## config.mk

```make
export PLATFORM = sky130hd
export DESIGN_NAME = fetch_ctrl_flat
export DESIGN_NICKNAME = d
export VERILOG_FILES = /design/src/rtl/fetch_pkg.sv /design/src/rtl/fetch_if.sv /design/src/rtl/fetch_fifo.sv /design/src/rtl/fetch_ctrl.sv /design/src/flat_wrapper.sv
export SDC_FILE = /design/constraint.sdc
export NUM_CORES = 1
export LEC_CHECK = 0
export BUFFER_PORTS_ARGS = -buffer_cell sky130_fd_sc_hd__buf_4
export CAP_MARGIN = 15
export CORE_UTILIZATION = 60
export DETAILED_ROUTE_END_ITERATION = 12
export PLACE_DENSITY = 0.82
export SYNTH_ARGS = -nofsm -noshare
export SYNTH_HDL_FRONTEND = slang
export SYNTH_SLANG_ARGS = --single-unit
```

## constraint.sdc

```tcl
create_clock -name clk_i -period 7.2 [get_ports clk_i]
set_input_delay 0.72 -clock clk_i [delete_from_list [all_inputs] [get_ports clk_i]]
set_output_delay 0.72 -clock clk_i [all_outputs]
set_load 0.02 [all_outputs]
```

## src/rtl/fetch_pkg.sv

```systemverilog
// Shared types and constants for the instruction fetch front end.
package fetch_pkg;

  localparam logic [31:0] NOP = 32'h0000_0000;

  typedef struct packed {
    logic [31:0] pc;
    logic        kill;
  } fetch_tag_t;

  typedef struct packed {
    logic [31:0] pc;
    logic [31:0] inst;
    logic        err;
  } fetch_entry_t;

  function automatic logic [31:0] word_align(logic [31:0] addr);
    return {addr[31:2], 2'b00};
  endfunction

endpackage

```

## src/rtl/fetch_if.sv

```systemverilog
// Bundle of the redirect, I-cache and decode handshakes seen by fetch_ctrl.
interface fetch_if;
  logic        redir_i;
  logic [31:0] redir_pc_i;
  logic        ic_req_valid_o;
  logic        ic_req_ready_i;
  logic [31:0] ic_req_addr_o;
  logic        ic_rsp_valid_i;
  logic [31:0] ic_rsp_data_i;
  logic        ic_rsp_err_i;
  logic        inst_valid_o;
  logic        inst_ready_i;
  logic [31:0] inst_o;
  logic [31:0] inst_pc_o;
  logic        inst_err_o;

  modport master (
    input  redir_i, redir_pc_i, ic_req_ready_i, ic_rsp_valid_i, ic_rsp_data_i, ic_rsp_err_i,
           inst_ready_i,
    output ic_req_valid_o, ic_req_addr_o, inst_valid_o, inst_o, inst_pc_o, inst_err_o
  );

  modport slave (
    output redir_i, redir_pc_i, ic_req_ready_i, ic_rsp_valid_i, ic_rsp_data_i, ic_rsp_err_i,
           inst_ready_i,
    input  ic_req_valid_o, ic_req_addr_o, inst_valid_o, inst_o, inst_pc_o, inst_err_o
  );
endinterface

```

## src/rtl/fetch_fifo.sv

```systemverilog
// Synchronous FIFO with flush and occupancy count; reads zero when empty.
module fetch_fifo #(
  parameter type         T     = logic,
  parameter int unsigned DEPTH = 4,
  localparam int unsigned PtrW = (DEPTH > 1) ? $clog2(DEPTH) : 1,
  localparam int unsigned CntW = $clog2(DEPTH + 1)
) (
  input  logic            clk_i,
  input  logic            rst_i,
  input  logic            flush_i,
  input  logic            push_i,
  input  T                wdata_i,
  input  logic            pop_i,
  output T                rdata_o,
  output logic [CntW-1:0] count_o,
  output logic            empty_o,
  output logic            full_o
);

  T                mem_q [DEPTH];
  logic [PtrW-1:0] wptr_q, wptr_d;
  logic [PtrW-1:0] rptr_q, rptr_d;
  logic [CntW-1:0] cnt_q, cnt_d;
  logic            do_push, do_pop;

  function automatic logic [PtrW-1:0] ptr_inc(logic [PtrW-1:0] p);
    return (p == PtrW'(DEPTH - 1)) ? '0 : p + 1'b1;
  endfunction

  assign empty_o = (cnt_q == '0);
  assign full_o  = (cnt_q == CntW'(DEPTH));
  assign count_o = cnt_q;
  assign do_push = push_i && !full_o && !flush_i;
  assign do_pop  = pop_i && !empty_o && !flush_i;

  always_comb begin
    wptr_d = wptr_q;
    rptr_d = rptr_q;
    cnt_d  = cnt_q;
    if (flush_i) begin
      wptr_d = '0;
      rptr_d = '0;
      cnt_d  = '0;
    end else begin
      if (do_push) wptr_d = ptr_inc(wptr_q);
      if (do_pop)  rptr_d = ptr_inc(rptr_q);
      if (do_push && !do_pop)      cnt_d = cnt_q + 1'b1;
      else if (!do_push && do_pop) cnt_d = cnt_q - 1'b1;
    end
  end

  always_comb begin
    rdata_o = '0;
    if (!empty_o) rdata_o = mem_q[rptr_q];
  end

  always_ff @(posedge clk_i or posedge rst_i) begin
    if (rst_i) begin
      wptr_q <= '0;
      rptr_q <= '0;
      cnt_q  <= '0;
    end else begin
      wptr_q <= wptr_d;
      rptr_q <= rptr_d;
      cnt_q  <= cnt_d;
    end
  end

  always_ff @(posedge clk_i) begin
    if (do_push) mem_q[wptr_q] <= wdata_i;
  end

endmodule

```

## src/rtl/fetch_ctrl.sv

```systemverilog
// Fetch sequencer: owns the PC, issues I-cache requests under a credit limit,
// drops responses made stale by a redirect and buffers the rest for decode.
module fetch_ctrl
  import fetch_pkg::*;
#(
  parameter logic [31:0] RESET_PC        = 32'h0000_0000,
  parameter int unsigned MAX_OUTSTANDING = 2,
  parameter int unsigned FBUF_DEPTH      = 4
) (
  input logic      clk_i,
  input logic      rst_i,
  fetch_if.master  bus
);

  localparam int unsigned OstW = $clog2(MAX_OUTSTANDING + 1);
  localparam int unsigned FbW  = $clog2(FBUF_DEPTH + 1);

  logic [31:0]     pc_q, pc_d;
  logic [OstW-1:0] outstanding_q, outstanding_d;
  logic [OstW-1:0] kill_cnt_q, kill_cnt_d;

  logic            credit_ok, req_valid, issue;
  logic            rsp_pop, rsp_kill, fbuf_push, fbuf_pop, inst_valid;

  fetch_tag_t      tag_wdata, tag_head;
  logic [OstW-1:0] tag_cnt;
  logic            tag_empty, tag_full;

  fetch_entry_t    fbuf_wdata, fbuf_head;
  logic [FbW-1:0]  fbuf_cnt;
  logic            fbuf_empty, fbuf_full;

  // Redirect always kills every live tag and those are the oldest in the queue,
  // so a count of leading killed tags stands in for per-entry kill bits.
  always_comb begin
    credit_ok = (32'(outstanding_q) < MAX_OUTSTANDING) &&
                ((32'(outstanding_q) + 32'(fbuf_cnt)) < FBUF_DEPTH);
    req_valid = !rst_i && !bus.redir_i && credit_ok;
    issue     = req_valid && bus.ic_req_ready_i;

    rsp_pop    = bus.ic_rsp_valid_i && !tag_empty;
    rsp_kill   = tag_head.kill || (kill_cnt_q != '0) || bus.redir_i;
    fbuf_push  = rsp_pop && !rsp_kill;
    inst_valid = !fbuf_empty && !bus.redir_i;
    fbuf_pop   = inst_valid && bus.inst_ready_i;

    tag_wdata  = '{pc: word_align(pc_q), kill: 1'b0};
    fbuf_wdata = '{pc: tag_head.pc, inst: bus.ic_rsp_data_i, err: bus.ic_rsp_err_i};

    pc_d = pc_q;
    if (bus.redir_i)  pc_d = word_align(bus.redir_pc_i);
    else if (issue)   pc_d = word_align(pc_q) + 32'd4;

    outstanding_d = outstanding_q;
    if (issue && !rsp_pop)      outstanding_d = outstanding_q + 1'b1;
    else if (!issue && rsp_pop) outstanding_d = outstanding_q - 1'b1;

    kill_cnt_d = kill_cnt_q;
    if (bus.redir_i)                      kill_cnt_d = outstanding_d;
    else if (rsp_pop && kill_cnt_q != '0) kill_cnt_d = kill_cnt_q - 1'b1;
  end

  always_ff @(posedge clk_i or posedge rst_i) begin
    if (rst_i) begin
      pc_q          <= word_align(RESET_PC);
      outstanding_q <= '0;
      kill_cnt_q    <= '0;
    end else begin
      pc_q          <= pc_d;
      outstanding_q <= outstanding_d;
      kill_cnt_q    <= kill_cnt_d;
    end
  end

  fetch_fifo #(
    .T     (fetch_tag_t),
    .DEPTH (MAX_OUTSTANDING)
  ) u_tag_q (
    .clk_i   (clk_i),
    .rst_i   (rst_i),
    .flush_i (1'b0),
    .push_i  (issue),
    .wdata_i (tag_wdata),
    .pop_i   (rsp_pop),
    .rdata_o (tag_head),
    .count_o (tag_cnt),
    .empty_o (tag_empty),
    .full_o  (tag_full)
  );

  fetch_fifo #(
    .T     (fetch_entry_t),
    .DEPTH (FBUF_DEPTH)
  ) u_fbuf (
    .clk_i   (clk_i),
    .rst_i   (rst_i),
    .flush_i (bus.redir_i),
    .push_i  (fbuf_push),
    .wdata_i (fbuf_wdata),
    .pop_i   (fbuf_pop),
    .rdata_o (fbuf_head),
    .count_o (fbuf_cnt),
    .empty_o (fbuf_empty),
    .full_o  (fbuf_full)
  );

  assign bus.ic_req_valid_o = req_valid;
  assign bus.ic_req_addr_o  = word_align(pc_q);
  assign bus.inst_valid_o   = inst_valid;
  assign bus.inst_o         = fbuf_empty ? NOP : fbuf_head.inst;
  assign bus.inst_pc_o      = fbuf_head.pc;
  assign bus.inst_err_o     = fbuf_head.err;

`ifndef SYNTHESIS
  a_rsp_has_tag: assert property (@(posedge clk_i) disable iff (rst_i)
    bus.ic_rsp_valid_i |-> !tag_empty);
  a_ost_match: assert property (@(posedge clk_i) disable iff (rst_i)
    outstanding_q == tag_cnt);
  a_tag_no_ovf: assert property (@(posedge clk_i) disable iff (rst_i)
    issue |-> !tag_full || rsp_pop);
  a_fbuf_no_ovf: assert property (@(posedge clk_i) disable iff (rst_i)
    fbuf_push |-> !fbuf_full);
`endif

endmodule

```

## src/flat_wrapper.sv

```systemverilog
// flat-port wrapper written by rule: the top's interface ports become plain ports
module fetch_ctrl_flat import fetch_pkg::*;
#(
  parameter logic [31:0] RESET_PC        = 32'h0000_0000,
  parameter int unsigned MAX_OUTSTANDING = 2,
  parameter int unsigned FBUF_DEPTH      = 4
)
  (clk_i, rst_i, bus_redir_i, bus_redir_pc_i, bus_ic_req_ready_i, bus_ic_rsp_valid_i, bus_ic_rsp_data_i, bus_ic_rsp_err_i, bus_inst_ready_i, bus_ic_req_valid_o, bus_ic_req_addr_o, bus_inst_valid_o, bus_inst_o, bus_inst_pc_o, bus_inst_err_o);
  fetch_if bus_i ();
  input logic clk_i;
  input logic rst_i;
  input wire logic [$bits(bus_i.redir_i)-1:0] bus_redir_i;
  input wire logic [$bits(bus_i.redir_pc_i)-1:0] bus_redir_pc_i;
  input wire logic [$bits(bus_i.ic_req_ready_i)-1:0] bus_ic_req_ready_i;
  input wire logic [$bits(bus_i.ic_rsp_valid_i)-1:0] bus_ic_rsp_valid_i;
  input wire logic [$bits(bus_i.ic_rsp_data_i)-1:0] bus_ic_rsp_data_i;
  input wire logic [$bits(bus_i.ic_rsp_err_i)-1:0] bus_ic_rsp_err_i;
  input wire logic [$bits(bus_i.inst_ready_i)-1:0] bus_inst_ready_i;
  output wire logic [$bits(bus_i.ic_req_valid_o)-1:0] bus_ic_req_valid_o;
  output wire logic [$bits(bus_i.ic_req_addr_o)-1:0] bus_ic_req_addr_o;
  output wire logic [$bits(bus_i.inst_valid_o)-1:0] bus_inst_valid_o;
  output wire logic [$bits(bus_i.inst_o)-1:0] bus_inst_o;
  output wire logic [$bits(bus_i.inst_pc_o)-1:0] bus_inst_pc_o;
  output wire logic [$bits(bus_i.inst_err_o)-1:0] bus_inst_err_o;
  assign bus_i.redir_i = bus_redir_i;
  assign bus_i.redir_pc_i = bus_redir_pc_i;
  assign bus_i.ic_req_ready_i = bus_ic_req_ready_i;
  assign bus_i.ic_rsp_valid_i = bus_ic_rsp_valid_i;
  assign bus_i.ic_rsp_data_i = bus_ic_rsp_data_i;
  assign bus_i.ic_rsp_err_i = bus_ic_rsp_err_i;
  assign bus_i.inst_ready_i = bus_inst_ready_i;
  assign bus_ic_req_valid_o = bus_i.ic_req_valid_o;
  assign bus_ic_req_addr_o = bus_i.ic_req_addr_o;
  assign bus_inst_valid_o = bus_i.inst_valid_o;
  assign bus_inst_o = bus_i.inst_o;
  assign bus_inst_pc_o = bus_i.inst_pc_o;
  assign bus_inst_err_o = bus_i.inst_err_o;
  fetch_ctrl #(.RESET_PC(RESET_PC), .MAX_OUTSTANDING(MAX_OUTSTANDING), .FBUF_DEPTH(FBUF_DEPTH)) u_core (.clk_i(clk_i), .rst_i(rst_i), .bus(bus_i));
endmodule
```

==> out/qor.csv <==
metric;value;unit
run_status;complete, no violations;
drtPass1Iterations;5;
grt.busiest_layer;met2;
grt_first_pass_wirelength;42000;µm
tritoncts;done;
route.vias.total;7756;
clock-root-buffer;sky130_fd_sc_hd__clkbuf_16;
clk_pin_slew_worst_paths;60;ps
critical_path_depth;4;
timing.critical_path.to_type;output port;
synth_area;14400;µm²
postSynthCellCount;828;
r2r-end;u_core.pc_q[5];
p_total;0.00619;W
clkSinkCount;357;
grt_usage;22.8;%
largest_net_degree_at_the_start_of_global_routing;65;
viasPerCell;5.80;
synth_seq_area_share;72.7;%
yosys_warnings;0;
timing.critical_path.cells;buf_4 > mux4_2 > nor2b_1 > buf_4;
critical_path.most_common_cell;sky130_fd_sc_hd__buf_4;
critical_path_startpoint;u_core.u_fbuf.rptr_q[0];
grt.overflow.total;0;
flops_latches_synth;357;
fillCellCount;1461;
pre_cts_ws;3900;ps
crit_fanout;41;
vdd_ir_drop_max;0.281;mV
fin_skew;12.2;ps
complex_gate_fraction_of_the_synthesized_area;2.61;%
drc_errors;0;
timing.critical_path.required;6480;ps
internal_reg_to_reg_setup_slack;4550;ps
netlist_top_cells_area;sky130_fd_sc_hd__edfxtp_1 (65%), sky130_fd_sc_hd__mux4_2 (9.8%), sky130_fd_sc_hd__dfrtp_1 (7.8%);
num_io_pins;170;
drtIter0Drc;498;
fp.dieArea;24700;µm²
dominant_combinational_cell_family_by_area_after_synthesis;multiplexers;
worst_slew_pin_slew;1040;ps
placeableCoreArea;23500;µm²
timing.final.ws_setup;3470;ps
synth_cell_types;50;
grt_setup_unrepaired;false;
max_freq;0.268;GHz
critPathSlowestCell;sky130_fd_sc_hd__dfrtp_4;
post-cts-setup-buffer-count;0;
static-leakage-power;5.99;nW
setup.worst_path.class;register to output port;
power_per_cell_area;362;nW/µm²
routed_wirelength;27500;µm
final-setup-viol-count;0;
worstPathArrival;3010;ps
floorplan.initialDensity;61.3;%
synth_top_area_share;64.9;%
clk_path_buf_depth;3;
via_count_of_the_first_global_routing_pass;7838;
use_met3;3.66;%
library_cell_with_the_largest_summed_area_after_synthesis;sky130_fd_sc_hd__edfxtp_1;
final_antenna_net_count;0;
dieHeight;157;µm
row_count;56;
critPathTopFamily;buffers and inverters;
global_route_track_usage_on_met1;30.9;%
post_cts_resized;0;
hold_path_class;input pin to register;
final_net_count;1073;
die_width;157;µm
slowest_stage_delay_cp;770;ps
insertedDiodeCount;0;
met2_track_demand_over_resource;38.2;%
ff2ff_path_depth;6;
timing_hold_violations_final;0;
wire_per_inst;20.6;µm
place.port_buffers;163;
htreeDepth;2;
cp-endpoint;bus_inst_pc_o[19];
gp_congestion;0.791;
layout_min_cycle_time;3730;ps
post_synth_xor_area_fraction;1.76;%
period_share;51.8;%
syn2layout_area_growth;18.6;%
clock_latency;500;ps
setup-tns-final;0;ps
layout-drive-gt1-share;30.1;%
synth.mux.area_fraction;12.1;%
share_of_synthesized_cell_area_in_full_adder_half_adder_and_majority_cells;0.833;%
worst_setup_path_start_kind;register;
cts_buffers;36;
slew_headroom;30.5;%
final-max-slew-violation-count;0;
synth.avg_cell_area;17.4;µm²
path_buf_inv;2;
place_hpwl;15800;µm
antenna_found_initial;0;
drv.max_cap_violation_count;0;
cts_hold_buf;0;
r2r-start;u_core.u_fbuf.count_o[1];
post_synth_and_or_nand_nor_area_fraction;8.23;%
## layer usage
layer | wire length (µm) | up-vias
met5 | 0 | -
met4 | 731 | 0
met3 | 1510 | 62
met2 | 13700 | 286
met1 | 11500 | 3889
li1 | - | 3519
## sequential cells by signal, indices dropped and copies added (netlist names)
register	flops
u_core.pc_q	30
u_core.u_fbuf.count_o	3
u_core.kill_cnt_q	2
u_core.u_tag_q.rptr_q	1
u_core.u_fbuf.rptr_q	2
u_core.u_fbuf.mem_q	252
u_core.u_tag_q.wptr_q	1
u_core.u_fbuf.wptr_q	2
u_core.u_tag_q.mem_q	60
u_core.outstanding_q	2
u_core.u_tag_q.count_o	2
## how the worst min path moves through the flow
stage	start	endpoint	cells past startpoint
after global placement	u_core.u_tag_q.wptr_q	u_core.u_tag_q.wptr_q	1
after CTS	bus_ic_rsp_data_i[17]	u_core.u_fbuf.mem_q[1][18]	1
after detailed placement	u_core.u_tag_q.wptr_q	u_core.u_tag_q.wptr_q	1
after floorplan	u_core.u_tag_q.wptr_q	u_core.u_tag_q.wptr_q	1
after global routing	bus_ic_rsp_data_i[22]	u_core.u_fbuf.mem_q[2][23]	1
final	bus_ic_rsp_data_i[14]	u_core.u_fbuf.mem_q[3][15]	1
## kinds of logic (layout without fill, tap and decap cells)
logic type | Yosys count | after routing
simple gates | 221 | 221
mux | 95 | 95
flops | 357 | 357
other cells | 1 | 4
buf+inv | 59 | 246
xor+xnor | 29 | 29
compound gates | 57 | 57
fa+ha+maj | 9 | 9
## cell type report
cell class | count | area, µm² | share of cell area (%)
Sequential cell | 357 | 10500 | 61.4
Multi-Input combinational cell | 415 | 3710 | 21.7
Timing Repair Buffer | 170 | 1280 | 7.46
Clock buffer | 50 | 1000 | 5.87
Tap cell | 319 | 399 | 2.33
Clock inverter | 13 | 170 | 0.994
Inverter | 13 | 48.8 | 0.285
## Yosys cell counts, drive strengths merged
cell type  count
a21oi          8
mux4          63
a32oi          1
clkbuf        30
ha             8
nor2b         66
or4            3
nand2b         1
a2bb2oi        1
dfrtp         45
and4           2
mux2           1
o31ai          2
and3           3
xnor2         15
and2           7
a211oi         2
nand4         14
conb           1
mux2i         31
or3            3
o21ai         22
nor4           3
a221o          2
buf           16
a31oi          1
a21o           1
o22ai          1
nor3          12
inv           13
edfxtp       312
o311ai         6
xor2          14
nand3         16
o211ai         9
fa             1
a311oi         1
nor2          52
nand2         39
## through the flow
stage,util [%],hold slack (ps),std cells,area (µm²)
finish,72.7,419,1337,17100
global route,72.7,402,1337,17100
global placement,67.7,486,1274,15900
detailed placement,67.7,492,1274,15900
CTS,72.7,402,1337,17100
floorplan,-,455,831,14400
## layout by cell type (no fill, tap or decap), types with 4 or more instances in the layout
| master | netlist | routed |
|---|---|---|
| sky130_fd_sc_hd__bufinv_16 | 0 | 4 |
| sky130_fd_sc_hd__nor3_1 | 9 | 8 |
| sky130_fd_sc_hd__ha_1 | 8 | 8 |
| sky130_fd_sc_hd__inv_1 | 13 | 12 |
| sky130_fd_sc_hd__xor2_1 | 14 | 14 |
| sky130_fd_sc_hd__clkinv_2 | 0 | 4 |
| sky130_fd_sc_hd__mux4_2 | 63 | 63 |
| sky130_fd_sc_hd__xnor2_1 | 15 | 15 |
| sky130_fd_sc_hd__nand2_1 | 39 | 39 |
| sky130_fd_sc_hd__buf_4 | 4 | 170 |
| sky130_fd_sc_hd__o21ai_0 | 19 | 19 |
| sky130_fd_sc_hd__conb_1 | 1 | 4 |
| sky130_fd_sc_hd__clkbuf_16 | 0 | 37 |
| sky130_fd_sc_hd__o211ai_1 | 9 | 9 |
| sky130_fd_sc_hd__a21oi_1 | 8 | 8 |
| sky130_fd_sc_hd__o311ai_0 | 6 | 6 |
| sky130_fd_sc_hd__nor2b_1 | 66 | 65 |
| sky130_fd_sc_hd__clkbuf_1 | 29 | 10 |
| sky130_fd_sc_hd__nand4_1 | 13 | 13 |
| sky130_fd_sc_hd__and2_4 | 0 | 4 |
| sky130_fd_sc_hd__nor2_1 | 52 | 51 |
| sky130_fd_sc_hd__nand3_1 | 15 | 15 |
| sky130_fd_sc_hd__dfrtp_1 | 45 | 42 |
| sky130_fd_sc_hd__edfxtp_1 | 312 | 312 |
| sky130_fd_sc_hd__mux2i_1 | 31 | 31 |
## power by group
group | leakage (nW) | switching, W | internal [W] | total [W]
clock network | 0.565 | 0.000722 | 0.00112 | 0.00184
registers | 3.37 | 0.000176 | 0.00249 | 0.00266
logic | 2.06 | 0.000990 | 0.000699 | 0.00169
total | 5.99 | 0.00189 | 0.00430 | 0.00619
No activity file was read; power rests on OpenSTA's default activity.
